[src/rtl/lcd_pkg.sv]
`default_nettype none
// ============================================================================
// Module      : lcd_pkg
// Description : Shared state/kind encodings and HD44780 command bytes for the
//               LCD character writer.
// Revision    : 1.0
// ============================================================================
package lcd_pkg;

    typedef enum logic [2:0] {
        ST_WAIT_INIT = 3'd0,
        ST_IDLE      = 3'd1,
        ST_SETUP     = 3'd2,
        ST_PULSE     = 3'd3,
        ST_WAIT      = 3'd4
    } state_t;

    typedef enum logic [1:0] {
        KIND_DATA  = 2'd0,
        KIND_ADDR  = 2'd1,
        KIND_CLEAR = 2'd2
    } kind_t;

    localparam logic [7:0] LCD_CMD_CLEAR  = 8'h01;
    localparam logic [7:0] LCD_ADDR_LINE0 = 8'h80;
    localparam logic [7:0] LCD_ADDR_LINE1 = 8'hC0;

    function automatic int lcd_max3(input int a, input int b, input int c);
        int m;
        m = (a > b) ? a : b;
        return (m > c) ? m : c;
    endfunction

endpackage
`default_nettype wire

[src/rtl/lcd_strobe.sv]
`default_nettype none
// ============================================================================
// Module      : lcd_strobe
// Description : SETUP / PULSE / WAIT timing for one HD44780 bus write.
// Revision    : 1.0
// ============================================================================
module lcd_strobe
    import lcd_pkg::*;
#(
    parameter int EN_HIGH_CYC  = 12,
    parameter int CMD_WAIT_CYC = 1390,
    parameter int CLR_WAIT_CYC = 45900
) (
    input  logic clk,
    input  logic rst,
    input  logic i_go,
    input  logic i_long_wait,
    output logic o_en,
    output logic o_done
);

    localparam int MAX_WAIT = lcd_max3(EN_HIGH_CYC, CMD_WAIT_CYC, CLR_WAIT_CYC);
    localparam int CNT_W    = $clog2(MAX_WAIT) + 1;

    localparam logic [CNT_W-1:0] c_cnt_one  = CNT_W'(1);
    localparam logic [CNT_W-1:0] c_pulse_ld = CNT_W'(EN_HIGH_CYC - 1);
    localparam logic [CNT_W-1:0] c_cmd_ld   = CNT_W'(CMD_WAIT_CYC - 1);
    localparam logic [CNT_W-1:0] c_clr_ld   = CNT_W'(CLR_WAIT_CYC - 1);

    state_t           r_state;
    state_t           w_state_nx;
    logic [CNT_W-1:0] r_cnt;
    logic [CNT_W-1:0] w_cnt_ld_val;
    logic             w_cnt_ld;
    logic             w_cnt_zero;
    logic             w_done;
    logic             r_en;

    assign w_cnt_zero = (r_cnt == '0);

    // Each state reloads the down-counter with (duration - 1) on entry;
    // SETUP loads zero so it lasts exactly one cycle.
    always_comb begin
        w_state_nx   = r_state;
        w_cnt_ld     = 1'b0;
        w_cnt_ld_val = '0;
        w_done       = 1'b0;
        case (r_state)
            ST_IDLE: begin
                if (i_go) begin
                    w_state_nx = ST_SETUP;
                    w_cnt_ld   = 1'b1;
                end
            end
            ST_SETUP: begin
                if (w_cnt_zero) begin
                    w_state_nx   = ST_PULSE;
                    w_cnt_ld     = 1'b1;
                    w_cnt_ld_val = c_pulse_ld;
                end
            end
            ST_PULSE: begin
                if (w_cnt_zero) begin
                    w_state_nx   = ST_WAIT;
                    w_cnt_ld     = 1'b1;
                    w_cnt_ld_val = i_long_wait ? c_clr_ld : c_cmd_ld;
                end
            end
            ST_WAIT: begin
                if (w_cnt_zero) begin
                    w_done = 1'b1;
                    if (i_go) begin
                        w_state_nx = ST_SETUP;
                        w_cnt_ld   = 1'b1;
                    end else begin
                        w_state_nx = ST_IDLE;
                    end
                end
            end
            default: w_state_nx = ST_IDLE;
        endcase
    end

    always_ff @(posedge clk or posedge rst) begin
        if (rst) begin
            r_state <= ST_IDLE;
            r_cnt   <= '0;
            r_en    <= 1'b0;
        end else begin
            r_state <= w_state_nx;
            r_en    <= (w_state_nx == ST_PULSE);
            if (w_cnt_ld) begin
                r_cnt <= w_cnt_ld_val;
            end else if (!w_cnt_zero) begin
                r_cnt <= r_cnt - c_cnt_one;
            end
        end
    end

    assign o_en   = r_en;
    assign o_done = w_done;

endmodule
`default_nettype wire

[src/rtl/lcd_char_writer.sv]
`default_nettype none
// ============================================================================
// Module      : lcd_char_writer
// Description : Writes handshaked ASCII bytes to a 2-line HD44780, wrapping
//               the cursor between lines and servicing clear requests.
// Revision    : 1.0
// ============================================================================
module lcd_char_writer
    import lcd_pkg::*;
#(
    parameter int EN_HIGH_CYC  = 12,
    parameter int CMD_WAIT_CYC = 1390,
    parameter int CLR_WAIT_CYC = 45900,
    parameter int COLS         = 16
) (
    input  logic       clk,
    input  logic       rst,
    input  logic       init_done,
    input  logic       char_valid,
    input  logic [7:0] char_data,
    output logic       char_ready,
    input  logic       clear_req,
    output logic       busy,
    output logic       lcd_en,
    output logic       lcd_rs,
    output logic [7:0] lcd_db
);

    localparam int COL_W = (COLS > 1) ? $clog2(COLS) : 1;

    localparam logic [COL_W-1:0] c_col_last = COL_W'(COLS - 1);
    localparam logic [COL_W-1:0] c_col_one  = COL_W'(1);

    // ST_SETUP here covers the whole write sequence run by lcd_strobe,
    // including a chained line-end address write.
    state_t           r_state;
    state_t           w_state_nx;
    kind_t            r_kind;
    kind_t            w_kind_nx;
    logic [COL_W-1:0] r_col;
    logic [COL_W-1:0] w_col_nx;
    logic             r_line;
    logic             w_line_nx;
    logic             r_rs;
    logic             w_rs_nx;
    logic [7:0]       r_db;
    logic [7:0]       w_db_nx;
    logic             w_go;
    logic             w_char_ready;
    logic             w_strobe_en;
    logic             w_strobe_done;

    lcd_strobe #(
        .EN_HIGH_CYC  (EN_HIGH_CYC),
        .CMD_WAIT_CYC (CMD_WAIT_CYC),
        .CLR_WAIT_CYC (CLR_WAIT_CYC)
    ) u_strobe (
        .clk         (clk),
        .rst         (rst),
        .i_go        (w_go),
        .i_long_wait (r_kind == KIND_CLEAR),
        .o_en        (w_strobe_en),
        .o_done      (w_strobe_done)
    );

    always_comb begin
        w_state_nx   = r_state;
        w_kind_nx    = r_kind;
        w_col_nx     = r_col;
        w_line_nx    = r_line;
        w_rs_nx      = r_rs;
        w_db_nx      = r_db;
        w_go         = 1'b0;
        w_char_ready = 1'b0;
        case (r_state)
            ST_WAIT_INIT: begin
                if (init_done) begin
                    w_state_nx = ST_IDLE;
                end
            end
            ST_IDLE: begin
                w_char_ready = ~clear_req;
                if (clear_req) begin
                    w_kind_nx  = KIND_CLEAR;
                    w_rs_nx    = 1'b0;
                    w_db_nx    = LCD_CMD_CLEAR;
                    w_go       = 1'b1;
                    w_state_nx = ST_SETUP;
                end else if (char_valid) begin
                    w_kind_nx  = KIND_DATA;
                    w_rs_nx    = 1'b1;
                    w_db_nx    = char_data;
                    w_go       = 1'b1;
                    w_state_nx = ST_SETUP;
                end
            end
            ST_SETUP: begin
                if (w_strobe_done) begin
                    case (r_kind)
                        KIND_DATA: begin
                            if (r_col == c_col_last) begin
                                w_col_nx  = '0;
                                w_line_nx = ~r_line;
                                w_kind_nx = KIND_ADDR;
                                w_rs_nx   = 1'b0;
                                w_db_nx   = r_line ? LCD_ADDR_LINE0 : LCD_ADDR_LINE1;
                                w_go      = 1'b1;
                            end else begin
                                w_col_nx   = r_col + c_col_one;
                                w_state_nx = ST_IDLE;
                            end
                        end
                        KIND_CLEAR: begin
                            w_col_nx   = '0;
                            w_line_nx  = 1'b0;
                            w_state_nx = ST_IDLE;
                        end
                        default: w_state_nx = ST_IDLE;
                    endcase
                end
            end
            default: w_state_nx = ST_WAIT_INIT;
        endcase
    end

    always_ff @(posedge clk or posedge rst) begin
        if (rst) begin
            r_state <= ST_WAIT_INIT;
            r_kind  <= KIND_DATA;
            r_col   <= '0;
            r_line  <= 1'b0;
            r_rs    <= 1'b0;
            r_db    <= 8'h00;
        end else begin
            r_state <= w_state_nx;
            r_kind  <= w_kind_nx;
            r_col   <= w_col_nx;
            r_line  <= w_line_nx;
            r_rs    <= w_rs_nx;
            r_db    <= w_db_nx;
        end
    end

    assign char_ready = w_char_ready;
    assign busy       = (r_state != ST_IDLE);
    assign lcd_en     = w_strobe_en;
    assign lcd_rs     = r_rs;
    assign lcd_db     = r_db;

endmodule
`default_nettype wire

[config.mk]
export PLATFORM = sky130hd
export DESIGN_NAME = lcd_char_writer
export DESIGN_NICKNAME = d
export VERILOG_FILES = /design/src/rtl/lcd_pkg.sv /design/src/rtl/lcd_strobe.sv /design/src/rtl/lcd_char_writer.sv
export SDC_FILE = /design/constraint.sdc
export NUM_CORES = 1
export LEC_CHECK = 0
export ABC_AREA = 1
export BUFFER_PORTS_ARGS = -buffer_cell sky130_fd_sc_hd__buf_2
export CAP_MARGIN = 20
export CORE_ASPECT_RATIO = 0.5
export CORE_MARGIN = 2
export CORE_UTILIZATION = 45
export DETAILED_ROUTE_END_ITERATION = 6
export SLEW_MARGIN = 0
export SYNTH_ARGS = -nofsm -noshare
export SYNTH_HDL_FRONTEND = slang
export SYNTH_SLANG_ARGS = --single-unit
[constraint.sdc]
create_clock -name clk -period 4.4 [get_ports clk]
set_clock_uncertainty 0.2 [all_clocks]
set_input_delay 0.22 -clock clk [delete_from_list [all_inputs] [get_ports clk]]
set_output_delay 0.22 -clock clk [all_outputs]
set_load 0.01 [all_outputs]
Word-level counts from Yosys, hierarchy flattened

Cells that the tools add are included.

Flip-flop bits (word level): 40
Latch bits: 0
Memory bits (writable): 0
ROM bits: 0
Bits of input ports: 13
Output and inout port bits: 12
Word-level logic and storage cells: 95
Memories kept: 0

$add $sub $neg: 2
Multipliers: 0
Div/mod/pow operators: 0
Magnitude comparators: 0
Equality and inequality tests: 18
Shifts and indexed selects: 0
Mux-type cells: 54
Bitwise operators: 2
Reduce and logical (&&, ||, !) cells: 10

Operators with widths:

| cell                                               | count |
|---|---|
| 2-to-1 mux 17 bit                                  | 3 |
| 2-to-1 mux 8 bit                                   | 5 |
| one-hot mux 17 bit (2 select lines)                | 1 |
| 2-to-1 mux 3 bit                                   | 10 |
| zero test 17 bit                                   | 1 |
| subtractor 17 x 1 -> 17 bit, second input constant | 1 |
| 2-to-1 mux 1 bit                                   | 16 |
| 2-to-1 mux 16 bit                                  | 1 |
| one-hot mux 8 bit (2 select lines)                 | 1 |
| == test 3 x 2 -> 1 bit, second input constant      | 4 |
| 2-to-1 mux 2 bit                                   | 6 |
| one-hot mux 3 bit (4 select lines)                 | 1 |
| one-hot mux 3 bit (3 select lines)                 | 1 |
| 2-to-1 mux 4 bit                                   | 2 |
| inequality test 2 bit, second input constant       | 4 |
| one-hot mux 4 bit (2 select lines)                 | 1 |
| AND reduction 4 bit                                | 2 |
| 2-to-1 mux 7 bit                                   | 1 |
| == test 3 x 1 -> 1 bit, second input constant      | 2 |
| inequality test 3 bit, second input constant       | 2 |
| one-hot mux 1 bit (2 select lines)                 | 3 |
| AND reduction 5 bit                                | 1 |
| adder 4 x 1 -> 4 bit, second input constant        | 1 |
| == test 4 bit, second input constant               | 1 |
| 12 further kinds                                   | 15 |

Longest topological paths before layout

Depth in word-level cells: 9
Gate-level depth with buffers: 13
Mapped depth without buffers: 11

By module

From an unflattened synthesis, not the netlist that was laid out.

Cell total of the unflattened synthesis: 340
Area, all modules: 2612.5 µm²

By module, submodules not included:

| module          | instances | cells an instance | area an instance (µm²) | seq. area each (µm²) |
|---|---|---|---|---|
| lcd_strobe      | 1         | 207               | 1452.6                 | 526.8 |
| lcd_char_writer | 1         | 133               | 1159.9                 | 450.4 |

Worst setup path before layout

No wires, ideal clock.

Kind: register -> register
Start: reg r_state[0]
End: reg u_strobe.r_cnt[12]
Setup time: 0.114 ns
Arrival time: 1.675 ns
Required time: 4.086 ns
Slack: 2.411 ns
Stages on the path, launching flop included: 14
Path buffers: 2
Period minus slack after synthesis: 1.989 ns
Cells stage by stage: dfrtp_1 -> inv_1 -> ha_1 -> clkbuf_1 -> nand2_1 -> nor2_1 -> nand4_1 -> nand2_1 -> nand3_4 -> buf_6 -> nand3_1 -> nand2_1 -> nand2_1 -> inv_1

Longest elaborated chain between the ends: 6
Elaborated cells on any way between the ends: 8
Those cells by class: eq/ne (3); mux (5)

Ends and longest elaborated chain:

| what                                                                                        | RTL line                           | source |
|---|---|---|
| start, declared                                                                             | lcd_char_writer.sv:36              | `state_t r_state;` |
| start signal, assigned                                                                      | lcd_char_writer.sv:135             | `r_state <= w_state_nx;` |
| == test 3 x 2 -> 1 bit / == test 3 x 1 -> 1 bit (equally long branches)                     | lcd_char_writer.sv:75              | `case (r_state)` |
| one-hot mux 1 bit (2 select lines) (*)                                                      | lcd_char_writer.sv:75              |  |
| 2-to-1 mux 1 bit (*)                                                                        | lcd_strobe.sv:50, lcd_strobe.sv:72 |  |
| 2-to-1 mux 1 bit                                                                            | lcd_strobe.sv:70                   | `if (w_cnt_zero) begin` |
| one-hot mux 1 bit (3 select lines) (*)                                                      | lcd_strobe.sv:48                   | `case (r_state)` |
| inequality test 2 x 1 -> 1 bit (no source line) / 2-to-1 mux 17 bit (equally long branches) | -                                  |  |
| end signal, assigned                                                                        | lcd_strobe.sv:93                   | `r_cnt <= w_cnt_ld_val;` |
| end signal, assigned                                                                        | lcd_strobe.sv:95                   | `r_cnt <= r_cnt - c_cnt_one;` |
| end, declared                                                                               | lcd_strobe.sv:32                   | `logic [CNT_W-1:0] r_cnt;` |

Mark *: on every way between the ends. The rest lies on a longest branch, timed or not.
A chain may end at the register's enable or synchronous reset.

Final worst setup path

Start: reg r_state[0]
End: reg u_strobe.r_cnt[6]

The elaborated chain is that of the path after synthesis.

==> metrics.md <==
| Metric | Value |
|---|---|
| Status | finished clean |
| Die ar. | approximately 5600 sq um |
| Share of cells above drive strength 1 | 0.1548 |
| Sequential area share after synthesis | 0.4339 |
| Vias in the first global route | between 1500 and 2000 |
| CP startpoint kind | flop |
| CTS tree | built |
| WL final | between 5000 and 6000 um |
| Multi-input logic area | 1097 sq um |
| Post-CTS setup buffer count | 0 |
| Clk pwr share | 0.292 |
| Period utilisation layout | 0.5123 |
| Drt first pass iters | 4 |
| Port-buffer cells | 24 |
| Max-slew headroom | 0.5145 |
| Setup WS post-layout | ~2.1 ns |
| Critical path endpoint category | flop |
| CP Class | reg2reg |
| Storage element area | between 900 and 1000 sq um |
| Residual DRC | 0 |
| Hold Fails Final Rpt | 0 |
| Vias/cell | 5.013 |
| Diode count | 0 |
| Setup tns final | 0 ns |
| Clock slew at reported path FFs | around 0.08 ns |
| Post-DP HPWL | 3791 um |
| Rows | 18 |
| Clock sinks | 39 |
| Initial Util | 0.4630 |
| Share of the synthesized area in the top cell type | 0.4222 |
| YS warnings | 0 |
| First-pass GRT wire length | 8694 um |
| CP peak stage delay | 0.42 ns |
| Wire per inst | between 10 and 15 um |
| Syn_area_per_cell | 7.930 sq um |
| Req. time, crit path | about 4.4 ns |
| CP cell instances | inv_1, ha_1, nand2_1, nor2_1, nand4_1, nand2_1, nand3_4, nand3_1, nand2_1, inv_1 |
| Later-pin clock latency in the skew report | about 0.30 ns |
| Hold depth | 3 |
| Worst vdd ir | 0.0002679 V |
| # nets final | about 340 |
| Leak | approximately 1.3 nW |
| Num CTS Buffers | 5 |
| Initial antenna violation count | 0 |
| Buf/Inv on CP | 2 |
| Cell at the slowest stage of the critical path | dfrtp_1 |
| DRT antenna net count | 0 |
| Routability cong. | between 0.9 and 1 |
| Final Non-Filler Cells | ~400 |
| Period minus WS final | 2.254 ns |
| GRT overflow | 0 |
| Internal reg-to-reg setup slack | approximately 2.1 ns |
| Yosys cell types | 34 |
| I/O Pins | 25 |
| Seq cells post-synth | 39 |
| MaxCap Viol Count | 0 |
| PD cells | 393.6 nW/um^2 |
| Endpoints failing setup | 0 |
| Crit Reg-Reg Startpoint | r_state[0] |
| Largest net degree at the start of global routing | 40 |
| Hold Path End | lcd_db[7] |
| Vias | slightly below 2000 |
| RSZ-0062 raised after global routing | no |
| Switching power share of the total | 0.3391 |
| Yosys top cell by area | dfrtp_1 |
| Worst EP arrival | between 2 and 2.5 ns |
| Clock Root Buffer | clkbuf_8 |
| Max Clock Freq | about 440 MHz |
| Tot Pwr | roughly 1.0 mW |
| Core area | approximately 4900 sq um |
| Switching power total | between 0.3 and 0.4 mW |
| Endpoint of the worst register-to-register path | u_strobe.r_cnt[6] |
| Placed Cells | about 380 |
| Die width | ~100 um |
| Crit path max fanout | 16 |
| Reg2Reg Depth | 10 |
| Seq pwr share | 0.426 |
| CTS H-Tree Depth | 2 |
| Tightest Pin Transition | just over 0.7 ns |
| Fillers | 495 |
| Worst hold start | char_data[7] |
| Mapped Cells | ~280 |
| Clock Tree Buf Depth | 2 |
| P&R area growth vs syn | 17.67% |
| Ranking of synthesized cells by area | dfrtp_1 42%, nand2_1 10%, inv_1 6.7% |
| Area of the mapped netlist | roughly 2300 sq um |
| Logic gate share of total power | 0.282 |
| P_int | between 0.6 and 0.7 mW |
| Synth Net Count | between 300 and 400 |
| Min-delay worst type | in2reg |
| Dpl ws | 2.186 ns |
| DR iter-0 viols | 97 |
| All-Layer GR Usage | 0.2010 |
| Top cell family by delay on the critical path | simple AND/OR/NAND/NOR gates |
| Height of the die | ~54 um |
| Pins Over Slew Limit | 0 |
| Most frequent CP cell | nand2_1 |
==> state kept, by name (all words and copies together) (netlist names) <==
signal	cells
r_kind	2
r_state	2
r_line	1
r_col	4
u_strobe.r_state	3
u_strobe.o_en	1
lcd_rs	1
lcd_db	8
u_strobe.r_cnt	17
==> cells in the mapped netlist, drive strengths merged <==
master,n
and3,1
nor4,2
nor2,33
o31ai,1
xnor2,5
nand4,5
xor2,8
or2,1
clkbuf,1
nand3,26
o22ai,1
inv,42
dfrtp,38
a31o,1
ha,7
nand3b,2
a22o,6
o211ai,2
o21ai,11
dfstp,1
nor3b,1
nand2,66
a21oi,9
buf,2
nor3,12
==> worst max path at each step <==
stage                          start                  to  slack, ns  cells after the start
after floorplan           r_state[0]  u_strobe.r_cnt[12]       2.41                     13
after global placement    r_state[0]  u_strobe.r_cnt[15]       2.19                     10
after detailed placement  r_state[0]   u_strobe.r_cnt[2]       2.19                     10
after CTS                 r_state[0]   u_strobe.r_cnt[2]       2.14                     10
after global routing      r_state[0]   u_strobe.r_cnt[2]       1.91                     10
final                     r_state[0]   u_strobe.r_cnt[6]       2.15                     10
==> metal layers <==
metal / vias up / track usage / routed length [um]
met5: - / 0 / 0
met4: 0 / 0.07432 / 38
met3: 6 / 0.04358 / 338
met2: 59 / 0.3421 / 2322
met1: 904 / 0.2604 / 2507
li1: 1001 / - / -
==> layout by cell type, fill, tap and decap left out, drive strengths merged <==
cell         count
nand2           66
and3             1
nand3           26
or2              1
a31o             1
o31ai            1
xor2             8
nor3b            1
buf             25
a22o             6
clkinv           2
o22ai            1
o21ai           11
nand3b           2
dlygate4sd3      9
dfstp            1
dfrtp           38
inv             42
ha               7
nor3            12
nor4             2
nand4            5
a21oi            9
nor2            33
o211ai           2
xnor2            5
bufinv           1
clkbuf           5
==> cell type report <==
cell class | instances | area share
multi-input cells | 200 | 0.4141
flip-flops and latches | 39 | 0.3687
inverters | 42 | 0.05949
repair buffers | 34 | 0.08215
clock buffers | 5 | 0.02597
well taps | 70 | 0.03305
clock inverters | 3 | 0.01653
==> stage by stage <==
stage               utilization  hold WS (ns)  cell area (sq um)
floorplan                     -        0.1581               2252
global placement         0.5031        0.1655               2447
finish                   0.5448       0.04343               2650
detailed placement       0.5031        0.1767               2447
CTS                      0.5448       0.04112               2650
global route             0.5448       0.06068               2650
==> logic make-up after synthesis <==
logic type	synth area share
xor+xnor	0.05056
compound gates	0.08444
fa+ha+maj	0.03889
buf+inv	0.07888
simple gates	0.3133
flops	0.4339
==> what timing repair did <==
action,CTS,global route
hold buffers,9,0
endpoints found under the hold margin,46,0
gates resized for setup,0,0
==> power groups by stage <==
stage	registers, mW	clock network, mW	logic [mW]
floorplan	0.462	0	0.185
global placement	0.448	0	0.282
detailed placement	0.448	0	0.292
CTS	0.444	0.313	0.298
global route	0.451	0.329	0.331
finish	0.444	0.304	0.294
==> worst register-to-register path: cells and delay by family, from the launching register on <==
kind	cells	cell delay, ns
AND/OR/NAND/NOR	7	1.10
flip-flops	1	0.42
adder cells (fa/ha/maj)	1	0.32
buffers and inverters	2	0.16
(Power assumes the default switching activity.)
